File: config.mk
export PLATFORM = sky130hd
export DESIGN_NAME = spi_slave_frame_rx
export DESIGN_NICKNAME = d
export VERILOG_FILES = /design/src/rtl/spi_frame_pkg.sv /design/src/rtl/spi_slave_byte_rx.sv /design/src/rtl/spi_slave_frame_rx.sv
export SDC_FILE = /design/constraint.sdc
export NUM_CORES = 1
export LEC_CHECK = 0
export ABC_CLOCK_PERIOD_IN_PS = 2800
export CORE_MARGIN = 2
export CORE_UTILIZATION = 60
export CTS_BUF_LIST = sky130_fd_sc_hd__clkbuf_4 sky130_fd_sc_hd__clkbuf_8
export DETAILED_ROUTE_END_ITERATION = 8
export PLACE_DENSITY_LB_ADDON = 0.12
export SYNTH_ARGS = -nofsm -noshare
export SYNTH_HDL_FRONTEND = slang
export SYNTH_SLANG_ARGS = --single-unit
File: constraint.sdc
create_clock -name clk -period 2.8 [get_ports clk]
set_clock_uncertainty 0.1 [all_clocks]
set_input_delay 0.56 -clock clk [delete_from_list [all_inputs] [get_ports clk]]
set_output_delay 0.56 -clock clk [all_outputs]
set_load 0.005 [all_outputs]
File: src/rtl/spi_frame_pkg.sv
// Shared constants and frame-parser state encoding for the SPI slave frame receiver.
// Frame layout: AA 55 <type> followed by a type-specific payload.
package spi_frame_pkg;

   localparam logic [7:0] SYNC0  = 8'hAA;
   localparam logic [7:0] SYNC1  = 8'h55;
   localparam logic [7:0] T_LEN  = 8'hA4;
   localparam logic [7:0] T_ADDR = 8'hA5;
   localparam logic [7:0] T_DATA = 8'hA6;

   typedef enum logic [3:0] {
      ST_IDLE   = 4'd0,
      ST_PRE1   = 4'd1,
      ST_TYPE   = 4'd2,
      ST_LEN_H  = 4'd3,
      ST_LEN_L  = 4'd4,
      ST_ADDR_H = 4'd5,
      ST_ADDR_L = 4'd6,
      ST_DATA_H = 4'd7,
      ST_DATA_L = 4'd8
   } frame_state_e;

endpackage

File: src/rtl/spi_slave_byte_rx.sv
// SPI mode-3 byte receiver: synchronisers, SCK edge detect, MSB-first shift register, byte_vld pulse.
// Optional MISO echo of the previous complete byte under SPI_RX_MISO_ECHO_EN.
module spi_slave_byte_rx #(
   parameter int SYNC_STAGES = 2
) (
   input  logic       clk_i,
   input  logic       rst_n_i,
   input  logic       spi_cs_n_i,
   input  logic       spi_sck_i,
   input  logic       spi_mosi_i,
   output logic       spi_miso_o,
   output logic       byte_vld_o,
   output logic [7:0] byte_dat_o,
   output logic       cs_rise_o,
   output logic       partial_o
);

   logic [SYNC_STAGES-1:0] cs_sync_q, sck_sync_q, mosi_sync_q;
   logic                   cs_s, sck_s, mosi_s;
   logic                   cs_prev_q, sck_prev_q;
   logic                   sck_rise;
   logic [7:0]             shift_q, shift_d;
   logic [2:0]             bit_cnt_q, bit_cnt_d;
   logic                   byte_vld_q, byte_vld_d;
   logic [7:0]             byte_q, byte_d;

   assign cs_s      = cs_sync_q[SYNC_STAGES-1];
   assign sck_s     = sck_sync_q[SYNC_STAGES-1];
   assign mosi_s    = mosi_sync_q[SYNC_STAGES-1];
   assign sck_rise  = sck_s & ~sck_prev_q;
   assign cs_rise_o = cs_s & ~cs_prev_q;
   assign partial_o = (bit_cnt_q != 3'd0);

   always_comb begin
      shift_d    = shift_q;
      bit_cnt_d  = bit_cnt_q;
      byte_vld_d = 1'b0;
      byte_d     = byte_q;
      if (cs_s) begin
         bit_cnt_d = 3'd0;
      end else if (sck_rise) begin
         shift_d = {shift_q[6:0], mosi_s};
         if (bit_cnt_q == 3'd7) begin
            bit_cnt_d  = 3'd0;
            byte_vld_d = 1'b1;
            byte_d     = {shift_q[6:0], mosi_s};
         end else begin
            bit_cnt_d = bit_cnt_q + 3'd1;
         end
      end
   end

   always_ff @(posedge clk_i) begin
      if (!rst_n_i) begin
         cs_sync_q   <= '1;
         sck_sync_q  <= '1;
         mosi_sync_q <= '0;
         cs_prev_q   <= 1'b1;
         sck_prev_q  <= 1'b1;
         shift_q     <= 8'd0;
         bit_cnt_q   <= 3'd0;
         byte_vld_q  <= 1'b0;
         byte_q      <= 8'd0;
      end else begin
         cs_sync_q   <= {cs_sync_q[SYNC_STAGES-2:0], spi_cs_n_i};
         sck_sync_q  <= {sck_sync_q[SYNC_STAGES-2:0], spi_sck_i};
         mosi_sync_q <= {mosi_sync_q[SYNC_STAGES-2:0], spi_mosi_i};
         cs_prev_q   <= cs_s;
         sck_prev_q  <= sck_s;
         shift_q     <= shift_d;
         bit_cnt_q   <= bit_cnt_d;
         byte_vld_q  <= byte_vld_d;
         byte_q      <= byte_d;
      end
   end

   assign byte_vld_o = byte_vld_q;
   assign byte_dat_o = byte_q;

`ifdef SPI_RX_MISO_ECHO_EN
   logic       sck_fall;
   logic [7:0] tx_q, tx_d;

   assign sck_fall = ~sck_s & sck_prev_q;

   // The first falling edge of a byte presents the MSB, so it must not shift.
   always_comb begin
      tx_d = tx_q;
      if (byte_vld_d) begin
         tx_d = byte_d;
      end else if (sck_fall && !cs_s && (bit_cnt_q != 3'd0)) begin
         tx_d = {tx_q[6:0], 1'b0};
      end
   end

   always_ff @(posedge clk_i) begin
      if (!rst_n_i) begin
         tx_q <= 8'd0;
      end else begin
         tx_q <= tx_d;
      end
   end

   assign spi_miso_o = cs_s ? 1'b0 : tx_q[7];
`else
   assign spi_miso_o = 1'b0;
`endif

endmodule

File: src/rtl/spi_slave_frame_rx.sv
// SPI mode-3 slave frame parser: decodes AA 55 <A4|A5|A6> frames into length, base address and write strobes.
// Optional MISO echo of the last received byte is enabled by defining SPI_RX_MISO_ECHO_EN.
module spi_slave_frame_rx
   import spi_frame_pkg::*;
#(
   parameter int ADDR_W      = 10,
   parameter int DATA_W      = 16,
   parameter int SYNC_STAGES = 2
) (
   input  logic              clk,
   input  logic              rst_n,
   input  logic              spi_cs_n,
   input  logic              spi_sck,
   input  logic              spi_mosi,
   output logic              spi_miso,
   output logic              wr_en,
   output logic [ADDR_W-1:0] wr_addr,
   output logic [DATA_W-1:0] wr_data,
   output logic [15:0]       data_len,
   output logic              len_valid,
   output logic              addr_valid,
   output logic              frame_err
);

   logic       byte_vld;
   logic [7:0] rx_byte;
   logic       cs_rise;
   logic       partial;

   spi_slave_byte_rx #(
      .SYNC_STAGES (SYNC_STAGES)
   ) u_byte_rx (
      .clk_i      (clk),
      .rst_n_i    (rst_n),
      .spi_cs_n_i (spi_cs_n),
      .spi_sck_i  (spi_sck),
      .spi_mosi_i (spi_mosi),
      .spi_miso_o (spi_miso),
      .byte_vld_o (byte_vld),
      .byte_dat_o (rx_byte),
      .cs_rise_o  (cs_rise),
      .partial_o  (partial)
   );

   frame_state_e      state_q, state_d;
   logic [7:0]        len_hi_q, len_hi_d;
   logic [7:0]        addr_hi_q, addr_hi_d;
   logic [7:0]        data_hi_q, data_hi_d;
   logic [ADDR_W-1:0] base_q, base_d;
   logic [ADDR_W-1:0] ptr_q, ptr_d;
   logic [15:0]       word_cnt_q, word_cnt_d;
   logic              wr_en_q, wr_en_d;
   logic [ADDR_W-1:0] wr_addr_q, wr_addr_d;
   logic [DATA_W-1:0] wr_data_q, wr_data_d;
   logic [15:0]       data_len_q, data_len_d;
   logic              len_valid_q, len_valid_d;
   logic              addr_valid_q, addr_valid_d;
   logic              frame_err_q, frame_err_d;

   always_comb begin
      state_d      = state_q;
      len_hi_d     = len_hi_q;
      addr_hi_d    = addr_hi_q;
      data_hi_d    = data_hi_q;
      base_d       = base_q;
      ptr_d        = ptr_q;
      word_cnt_d   = word_cnt_q;
      wr_en_d      = 1'b0;
      wr_addr_d    = wr_addr_q;
      wr_data_d    = wr_data_q;
      data_len_d   = data_len_q;
      len_valid_d  = len_valid_q;
      addr_valid_d = addr_valid_q;
      frame_err_d  = 1'b0;

      // A chip-select release aborts any frame and drops a byte arriving in the same cycle.
      if (cs_rise) begin
         state_d     = ST_IDLE;
         frame_err_d = (state_q != ST_IDLE) || partial;
      end else if (byte_vld) begin
         case (state_q)
            ST_IDLE: begin
               if (rx_byte == SYNC0) state_d = ST_PRE1;
            end
            ST_PRE1: begin
               if (rx_byte == SYNC1) begin
                  state_d = ST_TYPE;
               end else begin
                  state_d     = ST_IDLE;
                  frame_err_d = 1'b1;
               end
            end
            ST_TYPE: begin
               if (rx_byte == T_LEN) begin
                  state_d = ST_LEN_H;
               end else if (rx_byte == T_ADDR) begin
                  state_d = ST_ADDR_H;
               end else if (rx_byte == T_DATA && len_valid_q && addr_valid_q &&
                            data_len_q != 16'd0) begin
                  state_d    = ST_DATA_H;
                  ptr_d      = base_q;
                  word_cnt_d = 16'd0;
               end else begin
                  state_d     = ST_IDLE;
                  frame_err_d = 1'b1;
               end
            end
            ST_LEN_H: begin
               len_hi_d = rx_byte;
               state_d  = ST_LEN_L;
            end
            ST_LEN_L: begin
               data_len_d  = {len_hi_q, rx_byte};
               len_valid_d = 1'b1;
               state_d     = ST_IDLE;
            end
            ST_ADDR_H: begin
               addr_hi_d = rx_byte;
               state_d   = ST_ADDR_L;
            end
            ST_ADDR_L: begin
               base_d       = ADDR_W'({addr_hi_q, rx_byte});
               ptr_d        = ADDR_W'({addr_hi_q, rx_byte});
               word_cnt_d   = 16'd0;
               addr_valid_d = 1'b1;
               state_d      = ST_IDLE;
            end
            ST_DATA_H: begin
               data_hi_d = rx_byte;
               state_d   = ST_DATA_L;
            end
            ST_DATA_L: begin
               wr_en_d    = 1'b1;
               wr_addr_d  = ptr_q;
               wr_data_d  = DATA_W'({data_hi_q, rx_byte});
               ptr_d      = ptr_q + ADDR_W'(1);
               word_cnt_d = word_cnt_q + 16'd1;
               state_d    = ((word_cnt_q + 16'd1) == data_len_q) ? ST_IDLE : ST_DATA_H;
            end
            default: state_d = ST_IDLE;
         endcase
      end
   end

   always_ff @(posedge clk) begin
      if (!rst_n) begin
         state_q      <= ST_IDLE;
         len_hi_q     <= 8'd0;
         addr_hi_q    <= 8'd0;
         data_hi_q    <= 8'd0;
         base_q       <= '0;
         ptr_q        <= '0;
         word_cnt_q   <= 16'd0;
         wr_en_q      <= 1'b0;
         wr_addr_q    <= '0;
         wr_data_q    <= '0;
         data_len_q   <= 16'd0;
         len_valid_q  <= 1'b0;
         addr_valid_q <= 1'b0;
         frame_err_q  <= 1'b0;
      end else begin
         state_q      <= state_d;
         len_hi_q     <= len_hi_d;
         addr_hi_q    <= addr_hi_d;
         data_hi_q    <= data_hi_d;
         base_q       <= base_d;
         ptr_q        <= ptr_d;
         word_cnt_q   <= word_cnt_d;
         wr_en_q      <= wr_en_d;
         wr_addr_q    <= wr_addr_d;
         wr_data_q    <= wr_data_d;
         data_len_q   <= data_len_d;
         len_valid_q  <= len_valid_d;
         addr_valid_q <= addr_valid_d;
         frame_err_q  <= frame_err_d;
      end
   end

   assign wr_en      = wr_en_q;
   assign wr_addr    = wr_addr_q;
   assign wr_data    = wr_data_q;
   assign data_len   = data_len_q;
   assign len_valid  = len_valid_q;
   assign addr_valid = addr_valid_q;
   assign frame_err  = frame_err_q;

endmodule
# After elaboration in Yosys (flattened, before gate mapping)
# Cells that the tools add are included.
dict set report word_totals {
  regBits 131
  inputBits 5
}
dict set report classes {
  addsub 3
  n_eq_ne 19
  muxes 25
  bitwise_logic 9
  reduce_logical 23
}
# operator n
set ops {}
lappend ops {{$mux 16} 3}
lappend ops {{$pmux 16 s3} 1}
lappend ops {{$eq 8x8->1 const B} 4}
lappend ops {{$mux 10} 3}
lappend ops {{$pmux 10 s3} 1}
lappend ops {{$pmux 4 s7} 1}
lappend ops {{$reduce_and 3->1} 7}
lappend ops {{$add 16x1->16 const B} 1}
lappend ops {{$eq 16x16->1} 1}
lappend ops {{$eq 4x3->1 const B} 4}
lappend ops {{$reduce_bool 16->1} 1}
lappend ops {{$mux 3} 5}
lappend ops {{$add 10x1->10 const B} 1}
lappend ops {{$eq 4x2->1 const B} 2}
lappend ops {{$eq 8x7->1 const B} 1}
lappend ops {{$mux 1} 8}
lappend ops {{$ne 2x2->1 const B} 4}
lappend ops {{$not 1->1} 7}
lappend ops {{$reduce_and 6->1} 1}
lappend ops {{$reduce_bool 3->1} 2}
lappend ops {{$reduce_or 3->1} 2}
lappend ops {{$eq 4x1->1 const B} 1}
lappend ops {{$eq 4x4->1 const B} 1}
lappend ops {{$logic_not 4->1} 1}
lappend ops {{other kinds (11)} 16}

# Logic depth before layout (Yosys ltp)
# Gate-level depths: netlist of the first run.
dict set report logic_depth {
  ltp_word 10
  ltp_mapped 9
  ltp_nobuf 8
}

# By module
# From an unflattened synthesis of the first run, not the netlist that was laid out.
dict set report hier_totals {
  hier_cells 745
  area_unflattened_um2 6217.2
}
# mod n_inst cells_each area_per_inst_um2 seq_area_each_um2
set modules_own_cells {}
lappend modules_own_cells {spi_slave_frame_rx 1 645 5182.5 2082.0}
lappend modules_own_cells {spi_slave_byte_rx 1 100 1034.7 540.5}

# Worst setup path after synthesis of the first run
# No wires, ideal clock.
dict set report synth_path {
  kind {reg-to-reg}
  start {register word_cnt_q[0]}
  end {register state_q[1]}
  setup_time_ns 0.124
  t_arrival_ns 1.837
  required_time_ns 2.576
  setup_slack_ns 0.738
  path_stages_with_launch 9
  cell_sequence {dfxtp_1 -> ha_1 -> nand4_4 -> or3_1 -> xnor2_1 -> nor3_1 -> nand4_1 -> o21ai_2 -> o31ai_1}
}
dict set report synth_between {
  elab_chain_cells 4
}
# element line
set synth_lines {}
lappend synth_lines {{from (decl)} spi_slave_frame_rx.sv:51} ;# logic [15:0] word_cnt_q, word_cnt_d;
lappend synth_lines {{from (signal assigned)} spi_slave_frame_rx.sv:168} ;# word_cnt_q <= word_cnt_d;
lappend synth_lines {{$add 16x1->16} spi_slave_frame_rx.sv:138} ;# state_d = ((word_cnt_q + 16'd1) == data_len_q) ? ST_IDLE : ST_DATA_H;
lappend synth_lines {{$eq 16x16->1} spi_slave_frame_rx.sv:138}
lappend synth_lines {{$mux 3} spi_slave_frame_rx.sv:138}
lappend synth_lines {{$pmux 4 s7} spi_slave_frame_rx.sv:81} ;# case (state_q)
lappend synth_lines {{to (signal assigned)} spi_slave_frame_rx.sv:162} ;# state_q <= state_d;
lappend synth_lines {{to (decl)} spi_slave_frame_rx.sv:45} ;# frame_state_e state_q, state_d;
# No other way between the ends.
# A chain may end at the register's enable or synchronous reset.

# Worst setup path after layout of the first run
dict set report layout_path {
  start {register word_cnt_q[0]}
  end {register state_q[2]}
}
# The elaborated chain is that of the path after synthesis.

==> impl_metrics.py, run 1 <==
metrics = {
    "run": {
        "drv_cap": 0,
    },
    "drt": {
        "vias_per_cell": 5.898,
        "route.detailed.drc": 0,
        "first_pass_iters": 6,
        "ant_nets": 0,
        "vias": 5385,
        "routedWlPerCell_um": 16.91,
        "drt_iter0_markers": 388,
        "wl_mm": 15.44,
    },
    "logic_synthesis": {
        "synth_xor_area_share_pct": 3.729,
        "synthTopCellsByArea": "dfxtp_1, nand2_1, a21boi_0",
        "synth_compound_area_share_pct": 18.21,
        "synthesis.nets": 742,
        "synth_edf_count": 0,
        "ys_warn_count": 0,
        "yosys.area.top_type": "dfxtp_1",
        "synth-adder-area-share_pct": 1.024,
        "postSynthAreaPerCell_um2": 8.343,
        "ys_ff_latch": 131,
        "yosys.cell_types.count": 67,
        "async_flop_share_pct": 0,
        "synthMuxAreaShare_pct": 3.278,
        "ys_seq_area_share_pct": 42.94,
        "synth_common_cells": "nand2_1, dfxtp_1, a21oi_1",
        "synth_simple_gate_area_share_pct": 25.69,
        "synth_top_family_by_area": "simple AND/OR/NAND/NOR gates",
        "yosysTopAreaCellShare_pct": 42.94,
        "syn_inst": 732,
        "synth_area_um2": 6107,
        "synth_most_common_cell": "nand2_1",
        "ys.flop_type": "dfxtp_1",
    },
    "clock_network": {
        "cts_buffers": 17,
        "cts.clk_slew.worst_paths_ns": 0.08,
        "ctsResizeCount": 0,
        "cts_tree": "yes",
        "clock-sinks": 131,
        "ctsHtreeMaxLevel": 4,
        "cts_hold_buf": 0,
        "clk_path_buf_depth": 2,
        "root_buffer": "clkbuf_8",
        "insertion_delay_ns": 0.45,
        "cts_setup_buffers": 0,
    },
    "worst_hold_path": {
        "hold_path_class": "flop to flop",
        "min_path_cells": 1,
    },
    "grt": {
        "grt_pass1_wl_mm": 25.05,
        "grt_pass1_vias": 5180,
        "grt_max_degree": 60,
        "grt_use_total_pct": 28.66,
        "gr-total-overflow": 0,
        "antenna_found_initial": 0,
    },
    "placement": {
        "routabilityCongestion": 0.9397,
        "portBuffers": 50,
        "hpwl_mm": 10.31,
        "placed_area_um2": 6674,
    },
    "sta": {
        "worst_pin_slew_ns": 0.7077,
        "post-route-period-util_pct": 86.81,
        "period_needed_ns": 2.431,
        "max_freq_mhz": 411.4,
        "relSlewSlack_pct": 52.71,
        "final_max_slew_viol_count": 0,
        "rsz0062_at_grt": "false",
        "finalHoldViolations": 0,
        "finalSetupViolCount": 0,
        "finalSetupTns_ns": 0,
    },
    "die": {
        "pin_count": 52,
        "die_width_um": 104.9,
        "initial_core_util_pct": 62.19,
        "die_y_um": 104.9,
        "core_um2": 9819,
        "row_count": 36,
        "dieArea_um2": 11000,
    },
    "worst_setup_path": {
        "worstPathCellList": "ha_1 > nand4_4 > or3_1 > xnor2_1 > nor3_1 > nand4_1 > o21ai_2 > o21ai_1",
        "max_stage_delay_ns": 0.45,
        "crit_arrival_ns": 2.67,
        "worstPathRequired_ns": 3.04,
        "start_kind": "flop",
        "critical_path.max_fanout": 8,
        "critPathKind": "flop to flop",
        "ff2ff_path_depth": 8,
        "worst_setup_path_end_kind": "flop",
        "slowest_stage": "dfxtp_1",
    },
    "power_and_ir_drop": {
        "power_density_nw_per_um2": 528.8,
        "power_uw": 3774,
        "total_leakage_power_uw": 0.002556,
        "ir_drop_uv": 439.0,
    },
    "finish": {
        "areaGrowthSynthToFinish_pct": 16.88,
        "regArea_um2": 2623,
        "nNetsFinal": 777,
        "drive_gt1_share_pct": 9.615,
        "final_cell_area_um2": 7138,
        "n_antenna_cell": 0,
        "multiInputGateArea_um2": 3178,
        "utilization_pct": 72.69,
        "nFillCells": 792,
    },
    "run_status": {
        "status": "complete, no violations",
    },
}
==> worst max-delay path: cells and delay by family (launching register included) <==
family | cells | cell delay, ns
simple gates | 4 | 0.94
flops | 1 | 0.45
fa+ha+maj | 1 | 0.37
compound gates | 2 | 0.30
xor+xnor | 1 | 0.15
==> layout by cell type (no fill, tap or decap), types with 12 or more instances in the layout <==
cell,synthesis,layout
mux2i_1,20,20
nand3_1,23,23
o21ai_0,23,23
buf_4,4,21
nor2_1,36,35
a21boi_1,14,14
a21boi_0,36,36
nand2_1,154,154
nor2b_1,21,21
a21oi_1,42,42
dfxtp_1,131,131
clkbuf_8,0,17
nor3_1,12,12
clkdlybuf4s50_1,0,49
xnor2_1,15,15
==> through the flow <==
| stage | std cells | setup WS [ns] | hold slack, ns |
|---|---|---|---|
| 3_5_place_dp | 881 | 0.4575 | 0.3009 |
| 2_1_floorplan | 732 | 0.7384 | 0.2863 |
| 4_1_cts | 913 | 0.4049 | 0.3196 |
| 6_report | 913 | 0.3694 | 0.3162 |
| 5_1_grt | 913 | 0.2500 | 0.3378 |
| 3_3_place_gp | 881 | 0.5378 | 0.2888 |
==> state kept, by name (all words and copies together) (netlist names), 8 cells and up <==
name and count:
data_len 16, word_cnt_q 16, base_q 10, wr_addr 10, len_hi_q 8, data_hi_q 8, ptr_q 10, wr_data 16
u_byte_rx.byte_dat_o 8
==> final timing paths <==
kind	slack, ns	from	end
worst max-delay path	0.37	word_cnt_q[0]	state_q[2]
worst max register to register	0.37	word_cnt_q[0]	state_q[2]
worst min register to register	0.32	u_byte_rx.sck_sync_q[0]	u_byte_rx.sck_sync_q[1]
worst min-delay path	0.32	u_byte_rx.sck_sync_q[0]	u_byte_rx.sck_sync_q[1]
==> final cells by class <==
cell class | count | area share (%)
clock buffer | 17 | 3.278
multi-input combinational | 536 | 44.52
inverter | 9 | 0.4733
sequential | 131 | 36.74
clock inverter | 15 | 3.225
tap | 133 | 2.331
timing repair buffer | 72 | 9.430
==> kinds of logic after synthesis <==
group / after synthesis
buffers and inverters: 65
XOR/XNOR: 26
multiplexers: 20
AND/OR/NAND/NOR: 317
flip-flops: 131
adder cells (fa/ha/maj): 5
AO/OA/AOI/OAI: 167
other: 1
==> routing by layer <==
metal / global-route usage (%) / wire length (µm)
met1: 35.18 / 6457
met2: 48.14 / 7609
met4: 11.14 / 283
met3: 7.361 / 1085
met5: 0 / 0
==> report_power, final <==
part	switching (µW)	leakage, µW	total [µW]	internal (µW)
Combinational	33.9	0.00128	58.8	24.9
Sequential	2.56	0.00106	1870	1870
Clock	778	0.000223	1850	1070
Note: power is estimated with default switching activity, not from simulation.
==> run 2: changes to the inputs <==
--- a/config.mk
+++ b/config.mk
@@ -6,8 +6,10 @@
 export NUM_CORES = 1
 export LEC_CHECK = 0
 export ABC_CLOCK_PERIOD_IN_PS = 2800
+export CELL_PAD_IN_SITES_DETAIL_PLACEMENT = 0
+export CELL_PAD_IN_SITES_GLOBAL_PLACEMENT = 1
 export CORE_MARGIN = 2
-export CORE_UTILIZATION = 60
+export CORE_UTILIZATION = 35
 export CTS_BUF_LIST = sky130_fd_sc_hd__clkbuf_4 sky130_fd_sc_hd__clkbuf_8
 export DETAILED_ROUTE_END_ITERATION = 8
 export PLACE_DENSITY_LB_ADDON = 0.12
==> impl_metrics.py, run 2 (synthesized netlist as in run 1, its figures left out) <==
metrics = {
    "run_status": {
        "status": "complete, no violations",
    },
    "worst_hold_path": {
        "holdPathEnd": "u_byte_rx.cs_sync_q[1]",
        "hold_path_class": "flop to flop",
        "hold_start": "u_byte_rx.cs_sync_q[0]",
        "min_path_cells": 1,
    },
    "finish": {
        "n_antenna_cell": 0,
        "final_common_cell": "nand2_1",
        "utilization_pct": 42.15,
        "areaGrowthSynthToFinish_pct": 18.56,
        "multiInputGateArea_um2": 3178,
        "nFillCells": 1784,
        "regArea_um2": 2623,
        "drive_gt1_share_pct": 9.731,
        "nNetsFinal": 778,
        "layout_common_cells": "nand2_1, dfxtp_1, clkdlybuf4s50_1",
    },
    "worst_setup_path": {
        "crit_buf_inv": 0,
        "start_kind": "flop",
        "worst_setup_path_end_kind": "flop",
        "ff2ff_path_depth": 8,
        "reg2reg_to": "state_q[1]",
        "slowest_stage": "dfxtp_1",
        "worstPathRequired_ns": 3.03,
        "cpLargestDelayFamily": "simple AND/OR/NAND/NOR gates",
        "rrSetupSlack_ns": 0.42,
        "critical_path.max_fanout": 8,
        "worstPathCellList": "ha_1 > nand4_4 > nor3_2 > nand2_1 > o311ai_1 > nand4_1 > o21ai_2 > o31ai_1",
        "max_stage_delay_ns": 0.42,
        "r2r_start": "word_cnt_q[0]",
        "critPathKind": "flop to flop",
        "crit_arrival_ns": 2.61,
    },
    "die": {
        "die_width_um": 136.1,
        "die_y_um": 136.1,
        "dieArea_um2": 18520,
        "pin_count": 52,
        "row_count": 48,
        "core_um2": 17180,
        "initial_core_util_pct": 35.56,
    },
    "sta": {
        "post-route-period-util_pct": 84.94,
        "finalSetupTns_ns": 0,
        "relSlewSlack_pct": 54.63,
        "rsz0062_at_grt": "false",
        "finalSetupViolCount": 0,
        "max_freq_mhz": 420.5,
        "worst_pin_slew_ns": 0.6805,
        "period_needed_ns": 2.378,
        "final_max_slew_viol_count": 0,
        "finalHoldViolations": 0,
    },
    "power_and_ir_drop": {
        "total_leakage_power_uw": 0.002568,
        "ir_drop_uv": 255.7,
        "power_uw": 3735,
        "power_density_nw_per_um2": 515.8,
    },
    "drt": {
        "route.detailed.drc": 0,
        "first_pass_iters": 4,
        "ant_nets": 0,
        "vias": 5212,
        "drt_iter0_markers": 401,
        "routedWlPerCell_um": 16.59,
        "vias_per_cell": 5.181,
        "wl_mm": 16.69,
    },
    "placement": {
        "routabilityCongestion": 0.8099,
        "hpwl_mm": 11.29,
        "portBuffers": 50,
    },
    "grt": {
        "grt_pass1_vias": 4829,
        "grt_use_total_pct": 18.77,
        "grt_pass1_wl_mm": 26.45,
        "gr-total-overflow": 0,
        "grt_max_degree": 42,
        "antenna_found_initial": 0,
    },
    "clock_network": {
        "cts_tree": "yes",
        "ctsHtreeMaxLevel": 4,
        "cts_setup_buffers": 0,
        "cts.clk_slew.worst_paths_ns": 0.07,
        "clk_path_buf_depth": 2,
        "root_buffer": "clkbuf_8",
        "cts_buffers": 17,
        "insertion_delay_ns": 0.45,
        "cts_hold_buf": 0,
        "clock-sinks": 131,
        "ctsResizeCount": 0,
    },
    "run": {
        "drv_cap": 0,
    },
}
## run 2: worst max-delay path by stage
stage / from / to / slack [ns] / cells past startpoint
2_1_floorplan: word_cnt_q[0] / state_q[1] / 0.74 / 8
3_3_place_gp: word_cnt_q[0] / state_q[1] / 0.51 / 8
3_5_place_dp: word_cnt_q[0] / state_q[1] / 0.44 / 8
4_1_cts: word_cnt_q[0] / state_q[1] / 0.42 / 8
5_1_grt: word_cnt_q[0] / state_q[1] / 0.21 / 8
6_report: word_cnt_q[0] / state_q[1] / 0.42 / 8
## run 2: worst reg2reg max path, cell delays in order, from the launching register on
cell	delay, ns
dfxtp_1	0.42
ha_1	0.36
nand4_4	0.17
nor3_2	0.34
nand2_1	0.11
o311ai_1	0.26
nand4_1	0.20
o21ai_2	0.21
o31ai_1	0.09
## run 2: where the power goes
group / internal, µW / switching [µW]
clock: 1060 / 748
combinational: 25.6 / 36.3
sequential: 1870 / 2.55
## run 2: layer usage
| layer | track usage (%) | wire length [µm] | vias up |
|---|---|---|---|
| li1 | - | - | 2598 |
| met1 | 25.37 | 8216 | 2477 |
| met2 | 29.31 | 7498 | 113 |
| met3 | 3.803 | 674 | 24 |
| met4 | 7.407 | 306 | 0 |
| met5 | 0 | 0 | - |
## run 2: final cells by class
cell class	instances	share of cell area (%)
well taps	225	3.888
clock buffers	23	4.026
clock inverters	9	2.108
multi-input cells	536	43.89
inverters	9	0.4666
flip-flops and latches	131	36.22
repair buffers	73	9.400
## run 2: through the flow
stage	setup slack, ns	hold slack [ns]	instance area, µm²	cells
CTS	0.4213	0.3113	7241	1006
global placement	0.5067	0.2883	6797	974
detailed placement	0.4380	0.2976	6797	974
finish	0.4217	0.3095	7241	1006
floorplan	0.7384	0.2863	6107	732
global route	0.2074	0.3317	7241	1006
